**src/rtl/mem_arbiter_if.sv**
```systemverilog
// ctrl_bus_if: clock and reset distribution for mem_arbiter.
//   clk   - single system clock (interface port)
//   reset - synchronous, active-high reset
// Modports:
//   central - consumer side (the arbiter samples clk and reset)
//   source  - producer side (whoever drives reset)
interface ctrl_bus_if (
    input logic clk
);
    logic reset;

    modport central (input clk, input reset);
    modport source  (input clk, output reset);
endinterface

```
**src/rtl/mem_arbiter.sv**
```systemverilog
// mem_arbiter: shares one single-ported memory between the instruction-fetch
// port (i_*) and the data port (d_*). One transaction at a time, round-robin
// when both ports request together, and a watchdog that aborts a transaction
// the memory never acknowledges.
//   ctrl_bus            - clock and synchronous active-high reset
//   i_req/i_addr        - fetch request, held until i_ready
//   i_rdata/i_ready     - fetched word and one-cycle completion pulse
//   d_req/d_we/d_addr/d_wdata - data request, held until d_ready
//   d_rdata/d_ready     - load data and one-cycle completion pulse
//   m_req/m_we/m_addr/m_wdata - registered memory request
//   m_rdata/m_ack       - memory response (m_ack may come in the first m_req cycle)
//   stall               - pipeline hold while any request is still pending
//   err                 - sticky watchdog-timeout flag
module mem_arbiter #(
    parameter int unsigned       ADDR_W   = 32,
    parameter int unsigned       DATA_W   = 32,
    parameter int unsigned       TIMEOUT  = 255,
    parameter logic [DATA_W-1:0] ERR_DATA = 32'hDEAD_BEEF
) (
    ctrl_bus_if.central       ctrl_bus,
    input  logic              i_req,
    input  logic [ADDR_W-1:0] i_addr,
    output logic [DATA_W-1:0] i_rdata,
    output logic              i_ready,
    input  logic              d_req,
    input  logic              d_we,
    input  logic [ADDR_W-1:0] d_addr,
    input  logic [DATA_W-1:0] d_wdata,
    output logic [DATA_W-1:0] d_rdata,
    output logic              d_ready,
    output logic              m_req,
    output logic              m_we,
    output logic [ADDR_W-1:0] m_addr,
    output logic [DATA_W-1:0] m_wdata,
    input  logic [DATA_W-1:0] m_rdata,
    input  logic              m_ack,
    output logic              stall,
    output logic              err
);

    localparam int unsigned WD_W = (TIMEOUT < 1) ? 1 : $clog2(TIMEOUT + 1);
    localparam logic [WD_W-1:0] WD_LIMIT = WD_W'(TIMEOUT);

    typedef enum logic [1:0] {
        IDLE,
        BUSY,
        RESP
    } state_t;

    state_t            state_q;
    logic              owner_d_q;   // 1: data port owns the current transaction
    logic              last_d_q;    // 1: data port was granted most recently
    logic [WD_W-1:0]   wdog_q;
    logic              pick_d;
    logic              abort;
    logic              finish;

    // Data wins if it is the only requester, or if both request and fetch
    // was the last one served.
    assign pick_d = d_req & (~i_req | ~last_d_q);

    // An ack in the same cycle the watchdog expires takes priority.
    assign abort  = ~m_ack & (wdog_q == WD_LIMIT);
    assign finish = m_ack | abort;

    assign stall  = (i_req & ~i_ready) | (d_req & ~d_ready);

    always_ff @(posedge ctrl_bus.clk) begin
        if (ctrl_bus.reset) begin
            state_q   <= IDLE;
            owner_d_q <= 1'b0;
            last_d_q  <= 1'b1;
            wdog_q    <= '0;
            m_req     <= 1'b0;
            m_we      <= 1'b0;
            m_addr    <= '0;
            m_wdata   <= '0;
            i_ready   <= 1'b0;
            d_ready   <= 1'b0;
            i_rdata   <= '0;
            d_rdata   <= '0;
            err       <= 1'b0;
        end else begin
            i_ready <= 1'b0;
            d_ready <= 1'b0;
            case (state_q)
                IDLE: begin
                    if (i_req | d_req) begin
                        m_req     <= 1'b1;
                        m_we      <= pick_d & d_we;
                        m_addr    <= pick_d ? d_addr : i_addr;
                        if (pick_d) begin
                            m_wdata <= d_wdata;
                        end
                        owner_d_q <= pick_d;
                        last_d_q  <= pick_d;
                        wdog_q    <= '0;
                        state_q   <= BUSY;
                    end
                end
                BUSY: begin
                    if (finish) begin
                        m_req   <= 1'b0;
                        state_q <= RESP;
                        if (abort) begin
                            err <= 1'b1;
                        end
                        if (owner_d_q) begin
                            d_ready <= 1'b1;
                            // Stores leave the load-data register untouched.
                            if (!m_we) begin
                                d_rdata <= m_ack ? m_rdata : ERR_DATA;
                            end
                        end else begin
                            i_ready <= 1'b1;
                            i_rdata <= m_ack ? m_rdata : ERR_DATA;
                        end
                    end else begin
                        wdog_q <= wdog_q + WD_W'(1);
                    end
                end
                RESP: begin
                    state_q <= IDLE;
                end
                default: begin
                    state_q <= IDLE;
                end
            endcase
        end
    end

endmodule

```
**src/flat_wrapper.sv**
```systemverilog
// flat-port wrapper written by rule: the top's interface ports become plain ports
module mem_arbiter_flat 
#(
    parameter int unsigned       ADDR_W   = 32,
    parameter int unsigned       DATA_W   = 32,
    parameter int unsigned       TIMEOUT  = 255,
    parameter logic [DATA_W-1:0] ERR_DATA = 32'hDEAD_BEEF
)
  (i_req, i_addr, i_rdata, i_ready, d_req, d_we, d_addr, d_wdata, d_rdata, d_ready, m_req, m_we, m_addr, m_wdata, m_rdata, m_ack, stall, err, clk, ctrl_bus_reset);
  ctrl_bus_if ctrl_bus_i (.clk(clk));
  input  logic i_req;
  input  logic [ADDR_W-1:0] i_addr;
  output logic [DATA_W-1:0] i_rdata;
  output logic i_ready;
  input  logic d_req;
  input  logic d_we;
  input  logic [ADDR_W-1:0] d_addr;
  input  logic [DATA_W-1:0] d_wdata;
  output logic [DATA_W-1:0] d_rdata;
  output logic d_ready;
  output logic m_req;
  output logic m_we;
  output logic [ADDR_W-1:0] m_addr;
  output logic [DATA_W-1:0] m_wdata;
  input  logic [DATA_W-1:0] m_rdata;
  input  logic m_ack;
  output logic stall;
  output logic err;
  input wire logic clk;
  input wire logic [$bits(ctrl_bus_i.reset)-1:0] ctrl_bus_reset;
  assign ctrl_bus_i.reset = ctrl_bus_reset;
  mem_arbiter #(.ADDR_W(ADDR_W), .DATA_W(DATA_W), .TIMEOUT(TIMEOUT), .ERR_DATA(ERR_DATA)) u_core (.ctrl_bus(ctrl_bus_i), .i_req(i_req), .i_addr(i_addr), .i_rdata(i_rdata), .i_ready(i_ready), .d_req(d_req), .d_we(d_we), .d_addr(d_addr), .d_wdata(d_wdata), .d_rdata(d_rdata), .d_ready(d_ready), .m_req(m_req), .m_we(m_we), .m_addr(m_addr), .m_wdata(m_wdata), .m_rdata(m_rdata), .m_ack(m_ack), .stall(stall), .err(err));
endmodule
```
**config.mk**
```make
export PLATFORM = sky130hd
export DESIGN_NAME = mem_arbiter_flat
export DESIGN_NICKNAME = d
export VERILOG_FILES = /design/src/rtl/mem_arbiter_if.sv /design/src/rtl/mem_arbiter.sv /design/src/flat_wrapper.sv
export SDC_FILE = /design/constraint.sdc
export NUM_CORES = 1
export LEC_CHECK = 0
export BUFFER_PORTS_ARGS = -buffer_cell sky130_fd_sc_hd__clkbuf_2
export CORE_UTILIZATION = 27
export CTS_CLUSTER_SIZE = 24
export DETAILED_ROUTE_END_ITERATION = 6
export HOLD_SLACK_MARGIN = 0.03
export SLEW_MARGIN = 10
export SYNTH_ARGS = -nofsm -noshare
export SYNTH_HDL_FRONTEND = slang
export SYNTH_SLANG_ARGS = --single-unit
```
**constraint.sdc**
```tcl
create_clock -name clk -period 1.8 [get_ports clk]
set_input_delay 0.45 -clock clk [delete_from_list [all_inputs] [get_ports clk]]
set_output_delay 0.45 -clock clk [all_outputs]
set_load 0.05 [all_outputs]
```
==> impl_results.md, run 1 <==
- Status: complete, no violations
- Ant. Diodes: 0
- Initial Util: between 20% and 30%
- Fillers: roughly 2400
- Cells after synthesis: ~730
- Multi-input logic area: between 2000 and 3000 µm²
- DRC: 0
- Netlist Area Pre-Place: around 6300 µm²
- Ports: 268
- Pwr dens: between 1000 and 1500 nW/µm²
- Largest net degree at the start of global routing: 70
- Hold WS: around 0.25 ns
- Post-detailed-routing wire length: 20.7 mm
- Worst Hold Class: primary input to register
- Routed len/inst: 16.0 µm
- Root Buffer: clkbuf_16
- Max Fclk: 587 MHz
- CP Data Required Time: 1.35 ns
- Setup_tns: 0 ns
- Clock-pin transition on the worst setup and hold timing paths: 0.07 ns
- Post-synth ARST share: 0%
- TritonRoute pass-1 iters: 5
- Pleak: 3.55 nW
- Sw power: 3.03 mW
- Clock Sinks: around 150
- Crit Path Category: register to output pin
- Die H: 155 µm
- Max_cap viols: 0
- Non-filler instance count after layout: 1295
- Vias in the first global route: 6237
- Post-layout util: between 30% and 40%
- Max-slew headroom: 67.3%
- Most common cell after layout, fill and taps aside: clkbuf_2
- Slew @ Worst Pin: 0.491 ns
- Placed cell areas: 8150 µm²
- Register area: about 2900 µm²
- Seq pwr share: 39.9%
- Final hold violation count: 0
- H-Tree Level Count: 4
- Share of layout cells above drive strength 1: 35.1%
- Post-layout worst setup margin: 0.0974 ns
- Clk pwr share: about two fifths
- IR drop worst, VDD: 0.000611 V
- Post-Layout Inst Area: just under 9000 µm²
- Port buffer count: 267
- CTS buffer count: 17
- Number of enable flip-flop cells after synthesis: 0
- Total setup buffers inserted after CTS: 0
- TritonCTS clock tree: built
- Area Growth Syn to Fin: 37.2%
- Comb pwr share: 21.9%
- Global-route wire length before repair: ~33 mm
- Syn nets: 864
- Synth warn: 0
- Die area: 24100 µm²
- Clk_skew: 0.0221 ns
- Nets: 1104
- Most frequent cells in the layout: clkbuf_2, dfxtp_1, a21oi_1
- Sequential area share after synthesis: 45.8%
- HPWL Detailed: 13.9 mm
- Synth Flop Type: dfxtp_1
- Synthesized area per cell: 8.70 µm²
- Total chip power: between 8 and 9 mW
- Final setup fails: 0
- Switch share: between 30 and 40%
- Floorplan row count: 55
- DR vias/cell: between 4 and 5
- CP Capture Type: output pin
- Core Box Area: between 20000 and 25000 µm²
- Worst EP arrival: 1.25 ns
- Worst skew pair latency: 0.43 ns
- Via count: between 6000 and 7000
- CTS Buffer Depth: 2
- Critical-path maximum fanout: 2
- Pins Over Slew Limit: 0
- Reg2reg setup slack: 0.18 ns
- Unrepaired setup endpoints after global routing: false
- Pre-CTS setup slack: 0.0970 ns
- Routability congestion estimate: 0.811
- Placed cell count: 1263
- FF+latch count, synth: between 100 and 150
- Global router's overall resource usage: 16.9%
- Synth cell types: between 40 and 50
- Critical Path Start Type: register
- Overflow after GRT: 0
- Minimum clock period: 1.70 ns
- Initial antenna violation count: 1
- Internal: 5.79 mW
- Final ANT Viol Nets: 0
- Chip Width: 155 µm
- Tcrit/Tclk final: 94.6%
- Iteration-0 DRC count of the detailed router: 438
worst paths after layout:
path / cells after the start / to / start
worst max-delay path: 2 / stall / u_core.i_ready
worst min-delay path: 3 / u_core.m_wdata[7] / d_wdata[7]
worst max register to register: 4 / u_core.m_wdata[8] / u_core.state_q[1]
worst min register to register: 2 / u_core.i_rdata[26] / u_core.i_rdata[26]
layer usage:
layer	part of all wire [%]	global-route usage, %	vias up
met4	1.1	4.53	0
met1	46	20.8	3045
met3	6.4	5.49	14
met2	47	28.4	202
met5	0	0	-
li1	-	-	3149
area by class of cell:
| type | count | area share [%] |
|---|---|---|
| clock buffer | 18 | 4.93 |
| clock inverter | 14 | 1.41 |
| inverter | 52 | 2.24 |
| multi-input combinational | 457 | 33.6 |
| sequential | 145 | 33.4 |
| tap | 313 | 4.50 |
| timing repair buffer | 296 | 19.9 |
kinds of logic after synthesis:
| kind of cell | count (synthesis) | share of synthesized area [%] |
|---|---|---|
| compound gates | 264 | 28.1 |
| simple gates | 164 | 12.9 |
| buf+inv | 127 | 8.60 |
| flops | 145 | 45.8 |
| fa+ha+maj | 1 | 0.197 |
| mux | 28 | 4.42 |
synth_stat cells (all sizes together), types with 2 or more instances:
cell    count  share of area, %
a211o       3              0.41
a211oi     26               3.6
a21oi      93               7.4
a311oi     48               6.6
a31oi      18               1.8
and4        2              0.28
buf        37               3.3
clkbuf     38               2.2
dfxtp     145                46
inv        52               3.1
mux2i      28               4.4
nand2      76               4.5
nand2b     26               2.6
nand3      39               3.1
nand4       2              0.20
nor2        4              0.28
nor3b       2              0.39
nor4        3              0.30
nor4b       2              0.28
o211a       3              0.47
o211ai      5              0.59
o21ai      36               2.8
o221ai     24               3.3
or2         2              0.20
worst max-delay path: stages, from the launching register on:
cell and delay, ns:
dfxtp_1 0.33, o22ai_1 0.18, clkbuf_2 0.31
state kept, by name (all words and copies together) (netlist names):
name              flops
u_core.i_ready        1
u_core.m_we           1
u_core.i_rdata       32
u_core.state_q        2
u_core.owner_d_q      1
u_core.last_d_q       1
u_core.d_ready        1
u_core.err            1
u_core.m_req          1
u_core.wdog_q         8
u_core.m_wdata       32
u_core.d_rdata       32
u_core.m_addr        32
power groups by stage:
| stage | Clock (mW) | Sequential [mW] | Combinational, mW |
|---|---|---|---|
| 6_report | 3.37 | 3.52 | 1.93 |
| 5_1_grt | 3.62 | 3.54 | 2.06 |
| 4_1_cts | 3.48 | 3.52 | 1.94 |
| 3_5_place_dp | 0 | 3.59 | 1.93 |
| 3_3_place_gp | 0 | 3.58 | 1.93 |
| 2_1_floorplan | 0 | 4.20 | 0.675 |
repair_timing:
| item | 4_1_cts | 5_1_grt |
|---|---|---|
| resized for setup | 0 | 1 |
| setup endpoints to repair | 0 | 16 |
| endpoints found under the hold margin | 0 | 0 |
| hold buffers | 0 | 0 |
Note: power is estimated with default switching activity, not from simulation.
==> run 2: changes to the inputs <==
--- a/config.mk
+++ b/config.mk
@@ -6,10 +6,11 @@
 export NUM_CORES = 1
 export LEC_CHECK = 0
 export BUFFER_PORTS_ARGS = -buffer_cell sky130_fd_sc_hd__clkbuf_2
-export CORE_UTILIZATION = 27
+export CORE_UTILIZATION = 40
 export CTS_CLUSTER_SIZE = 24
 export DETAILED_ROUTE_END_ITERATION = 6
 export HOLD_SLACK_MARGIN = 0.03
+export PLACE_DENSITY = 0.69
 export SLEW_MARGIN = 10
 export SYNTH_ARGS = -nofsm -noshare
 export SYNTH_HDL_FRONTEND = slang
==> impl_results.md, run 2 (synthesis results as in run 1) <==
- Status: complete, no violations
- Die H: 128 µm (-18%)
- CP delay by family, top: flip-flops
- CTS Buffer Depth: 2 (unchanged)
- Overflow after GRT: 0 (unchanged)
- Max-slew headroom: 61.7% (-5.6 points)
- Routability congestion estimate: 0.805 (-0.79%)
- TritonRoute pass-1 iters: 5 (unchanged)
- Global-route wire length before repair: 29.4 mm (-10%)
- Placed cell areas: 7970 µm² (-2.2%)
- Clock-pin transition on the worst setup and hold timing paths: 0.06 ns (about the same)
- HPWL Detailed: 12.5 mm (-10%)
- Initial antenna violation count: 0 (-1)
- Setup_tns: 0 ns (unchanged)
- TritonCTS clock tree: built
- Critical-path maximum fanout: 2 (unchanged)
- IR drop worst, VDD: 0.000758 V (+24%)
- Port buffer count: 267 (unchanged)
- Minimum clock period: 1.66 ns (-0.0426 ns)
- Switch share: 32.4% (-2.0 points)
- Area Growth Syn to Fin: 35.0%
- Fillers: 1438 (-40%)
- Clk_skew: 0.00912 ns (-0.0130 ns)
- Largest net degree at the start of global routing: 72 (+2.9%)
- Worst skew pair latency: 0.41 ns (-0.02 ns)
- Ant. Diodes: 0 (unchanged)
- Final hold violation count: 0 (unchanged)
- Clock Sinks: 145 (unchanged)
- Vias in the first global route: 5761 (-7.6%)
- Iteration-0 DRC count of the detailed router: 372 (-15%)
- Routed len/inst: 15.5 µm (-3.2%)
- CP Capture Type: output pin
- Unrepaired setup endpoints after global routing: false
- Via count: 6390 (-0.31%)
- Worst Hold Class: primary input to register
- Post-detailed-routing wire length: 18.5 mm (-11%)
- Clk pwr share: 39.4% (+1.2 points)
- Critical-path cell list: o22ai_1, clkbuf_2
- Chip Width: 128 µm (-18%)
- DR vias/cell: 5.35 (+8.0%)
- Ports: 268 (unchanged)
- Share of layout cells above drive strength 1: 35.3% (+0.13 points)
- Max Fclk: 602 MHz (+2.6%)
- Sw power: 2.88 mW (-4.8%)
- Final ANT Viol Nets: 0 (unchanged)
- Floorplan row count: 45 (-18%)
- Pleak: 3.56 nW (+0.12%)
- Root Buffer: clkbuf_16
- Post-Layout Inst Area: 8560 µm² (-1.6%)
- Pwr dens: 1040 nW/µm² (+2.7%)
- Crit path buf inv count: 1 (unchanged)
- Initial Util: 41.4% (+14 points)
- Final setup fails: 0 (unchanged)
- Comb pwr share: 21.1% (-0.8 points)
- Crit Path Category: register to output pin
- Seq pwr share: 39.5% (-0.4 points)
- Most frequent cells in the layout: clkbuf_2, dfxtp_1, a21oi_1
- Most common cell after layout, fill and taps aside: clkbuf_2
- Worst EP arrival: 1.21 ns (-0.04 ns)
- Max_cap viols: 0 (unchanged)
- Max incr delay on CP: 0.33 ns (about the same)
- CTS buffer count: 17 (unchanged)
- Tcrit/Tclk final: 92.2% (-2.4 points)
- Critical Path Start Type: register
- Core Box Area: 15300 µm² (-33%)
- Pins Over Slew Limit: 0 (unchanged)
- CP Data Required Time: 1.35 ns (about the same)
- Global router's overall resource usage: 22.3% (+5.4 points)
- H-Tree Level Count: 4 (unchanged)
- DRC: 0 (unchanged)
- Internal: 6.02 mW (+4.1%)
- Slew @ Worst Pin: 0.575 ns (+0.0840 ns)
- Nets: 1106 (+0.18%)
- Cell type of the slowest stage on the worst timing path: dfxtp_1
- Die area: 16400 µm² (-32%)
[run 2: changes by cell type in the layout (fill, tap and decap cells not counted)]
| cell | change |
|---|---|
| buf_12 | -5 |
| buf_4 | +7 |
| bufinv_16 | +2 |
| clkinv_2 | +1 |
| clkinv_4 | +2 |
| clkinvlp_4 | -1 |
| inv_6 | -2 |
| inv_8 | -2 |
[run 2: area by class of cell]
class	count	area (µm²)	share of cell area (%)
inverter	52	195	2.28
timing repair buffer	298	1680	19.7
sequential	145	2900	33.9
clock inverter	14	158	1.84
tap	211	264	3.08
multi-input combinational	457	2930	34.2
clock buffer	18	429	5.01
[run 2: final timing paths]
| path | startpoint | depth (start not counted) | to | slack, ns |
|---|---|---|---|---|
| worst max-delay path | u_core.i_ready | 2 | stall | 0.14 |
| worst min-delay path | d_wdata[24] | 3 | u_core.m_wdata[24] | 0.27 |
| worst min register to register | u_core.i_rdata[19] | 2 | u_core.i_rdata[19] | 0.46 |
| worst max register to register | u_core.wdog_q[0] | 5 | u_core.wdog_q[4] | 0.19 |
[run 2: what timing repair did]
action | CTS | global route
buffers inserted | 0 | 0
endpoints found under the hold margin | 0 | 0
resized for setup | 0 | 1
setup endpoints to repair | 0 | 1
hold buffers | 0 | 0
[run 2: power groups by stage]
stage | registers, mW | logic, mW | clock network [mW]
finish | 3.51 | 1.88 | 3.51
global route | 3.54 | 2.02 | 3.73
CTS | 3.51 | 1.88 | 3.59
detailed placement | 3.58 | 1.88 | 0
global placement | 3.58 | 1.87 | 0
floorplan | 4.20 | 0.675 | 0
[run 2: worst register-to-register path, stage by stage (launching register included)]
cell and delay (ns):
dfxtp_1 0.35, ha_1 0.22, and4_1 0.26, buf_4 0.17, a211oi_1 0.31, mux2i_1 0.23
[run 2: per-stage QoR]
stage / utilization, % / hold WS [ns] / instances / worst slack, ns / power [mW]
global placement: 52.1 / 0.444 / 1163 / 0.161 / 5.45
global route: 55.9 / 0.254 / 1195 / 0.0962 / 9.29
CTS: 55.9 / 0.245 / 1195 / 0.0960 / 8.98
detailed placement: 52.1 / 0.451 / 1163 / 0.105 / 5.46
finish: 55.9 / 0.267 / 1195 / 0.140 / 8.91
floorplan: - / 0.481 / 729 / 0.0382 / 4.87
[run 2: routing by layer]
layer | vias up | wire length, µm | track usage (%)
li1 | 3146 | - | -
met1 | 2978 | 8140 | 29.3
met2 | 249 | 8690 | 35.6
met3 | 17 | 1390 | 6.68
met4 | 0 | 269 | 6.02
met5 | - | 0 | 0
==> run 3: changes to the inputs <==
--- a/config.mk
+++ b/config.mk
@@ -6,6 +6,7 @@
 export NUM_CORES = 1
 export LEC_CHECK = 0
 export BUFFER_PORTS_ARGS = -buffer_cell sky130_fd_sc_hd__clkbuf_2
+export CORE_MARGIN = 2
 export CORE_UTILIZATION = 40
 export CTS_CLUSTER_SIZE = 24
 export DETAILED_ROUTE_END_ITERATION = 6
==> impl_results.md, run 3 (synthesis results as in run 1) <==
- Tcrit/Tclk final: 93.6% (+1.4 points)
- Cell type of the slowest stage on the worst timing path: dfxtp_1
- CP Capture Type: output pin
- Initial antenna violation count: 0 (unchanged)
- Non-filler instance count after layout: 1195 (unchanged)
- Iteration-0 DRC count of the detailed router: 352 (-5.4%)
- Crit path buf inv count: 1 (unchanged)
- CP Data Required Time: 1.35 ns (about the same)
- Floorplan row count: 46 (+2.2%)
- Slew @ Worst Pin: 0.604 ns (+0.0295 ns)
- H-Tree Level Count: 4 (unchanged)
- Die H: 130 µm (+1.6%)
- Die area: 16900 µm² (+3.2%)
- DR vias/cell: 5.27 (-1.5%)
- Setup_tns: 0 ns (unchanged)
- Clock-pin transition on the worst setup and hold timing paths: 0.06 ns (about the same)
- Status: complete, no violations
- Global-route wire length before repair: 28.6 mm (-2.8%)
- Pwr dens: 1060 nW/µm² (+2.3%)
- CTS Buffer Depth: 2 (unchanged)
- IR drop worst, VDD: 0.000586 V (-23%)
- Crit Path Category: register to output pin
- Clock Sinks: 145 (unchanged)
- Chip Width: 130 µm (+1.6%)
- Placed cell count: 1163 (unchanged)
- Pleak: 3.54 nW (-0.31%)
- Area Growth Syn to Fin: 34.7%
- Pins Over Slew Limit: 0 (unchanged)
- Critical Path Start Type: register
- Overflow after GRT: 0 (unchanged)
- Max_cap viols: 0 (unchanged)
- Clk_skew: 0.00791 ns (-0.00121 ns)
- Root Buffer: clkbuf_16
- Via count: 6295 (-1.5%)
- Global router's overall resource usage: 21.0% (-1.4 points)
- Final ANT Viol Nets: 0 (unchanged)
- Core Box Area: 15700 µm² (+2.6%)
- Ant. Diodes: 0 (unchanged)
- Post-detailed-routing wire length: 18.5 mm (-0.15%)
- Share of layout cells above drive strength 1: 34.9% (-0.33 points)
- Minimum clock period: 1.69 ns (+0.0251 ns)
- Max Fclk: 593 MHz (-1.5%)
- TritonCTS clock tree: built
- CP delay by family, top: flip-flops
- Final setup fails: 0 (unchanged)
- Worst skew pair latency: 0.42 ns (about the same)
- Worst Hold Class: primary input to register
- Most frequent cells in the layout: clkbuf_2, dfxtp_1, a21oi_1
- Nets: 1101 (-0.45%)
- HPWL Detailed: 12.2 mm (-2.5%)
- Critical-path cell list: o22ai_1, clkbuf_2
- TritonRoute pass-1 iters: 7 (+2)
- Initial Util: 40.4% (-1.0 points)
- CTS buffer count: 17 (unchanged)
- Routability congestion estimate: 0.812 (+0.96%)
- Max incr delay on CP: 0.33 ns (about the same)
- Critical-path maximum fanout: 2 (unchanged)
- Unrepaired setup endpoints after global routing: false
- Most common cell after layout, fill and taps aside: clkbuf_2
- Worst EP arrival: 1.24 ns (+0.03 ns)
- Final hold violation count: 0 (unchanged)
- DRC: 0 (unchanged)
- Ports: 268 (unchanged)
- Pre-CTS setup slack: 0.0160 ns (-0.0889 ns)
- Post-layout worst setup margin: 0.115 ns (-0.0250 ns)
- Vias in the first global route: 5647 (-2.0%)
- Max-slew headroom: 59.7% (-2.0 points)
- Largest net degree at the start of global routing: 72 (unchanged)
- Port buffer count: 267 (unchanged)
- Routed len/inst: 15.4 µm (-0.15%)
- Total chip power: 9.10 mW (+2.1%)
-- run 3: cell count changes in the layout (fill, tap and decap cells not counted), sizes merged --
cell,before,now
buf,32,27
bufinv,2,4
clkinv,7,6
inv,55,54
-- run 3: final cells by class --
class / instances / area, µm²
Fill cell: 1489 / 7170
Multi-Input combinational cell: 457 / 2930
Sequential cell: 145 / 2900
Timing Repair Buffer: 293 / 1630
Clock buffer: 18 / 429
Tap cell: 216 / 270
Inverter: 52 / 195
Clock inverter: 14 / 186
-- run 3: tightest hold or removal path, delay by kind of cell --
family | cells | cell delay, ns
simple gates | 1 | 0.05
buf+inv | 1 | 0.08
compound gates | 1 | 0.05
-- run 3: what timing repair did --
action                     4_1_cts  5_1_grt
resized for setup                0        1
setup endpoints to repair        0       16
hold buffers                     0        0
setup buffers                    0        0
-- run 3: where the power goes --
part	switching, mW	internal, mW	total [mW]
clock network	1.40	2.32	3.72
logic	1.31	0.546	1.86
registers	0.114	3.40	3.52
-- run 3: routing by layer --
| layer | vias to the layer above | part of all wire (%) | track usage [%] |
|---|---|---|---|
| li1 | 3140 | - | - |
| met1 | 2901 | 44 | 27.6 |
| met2 | 238 | 46 | 32.6 |
| met3 | 16 | 8.1 | 7.26 |
| met4 | 0 | 1.3 | 6.07 |
| met5 | - | 0 | 0 |
-- run 3: final timing paths --
check             depth (start not counted)               start  slack [ns]                 end
setup / recovery                          2      u_core.i_ready        0.11               stall
hold reg to reg                           2  u_core.i_rdata[13]        0.46  u_core.i_rdata[13]
setup reg to reg                          5    u_core.wdog_q[0]        0.14    u_core.wdog_q[3]
hold / removal                            3         d_wdata[29]        0.25  u_core.m_wdata[29]
-- run 3: stage by stage --
step / instance area (µm²) / util (%) / hold slack (ns)
finish: 8540 / 54.4 / 0.253
global route: 8540 / 54.4 / 0.258
CTS: 8540 / 54.4 / 0.240
detailed placement: 7930 / 50.5 / 0.452
global placement: 7930 / 50.5 / 0.445
floorplan: 6340 / - / 0.481
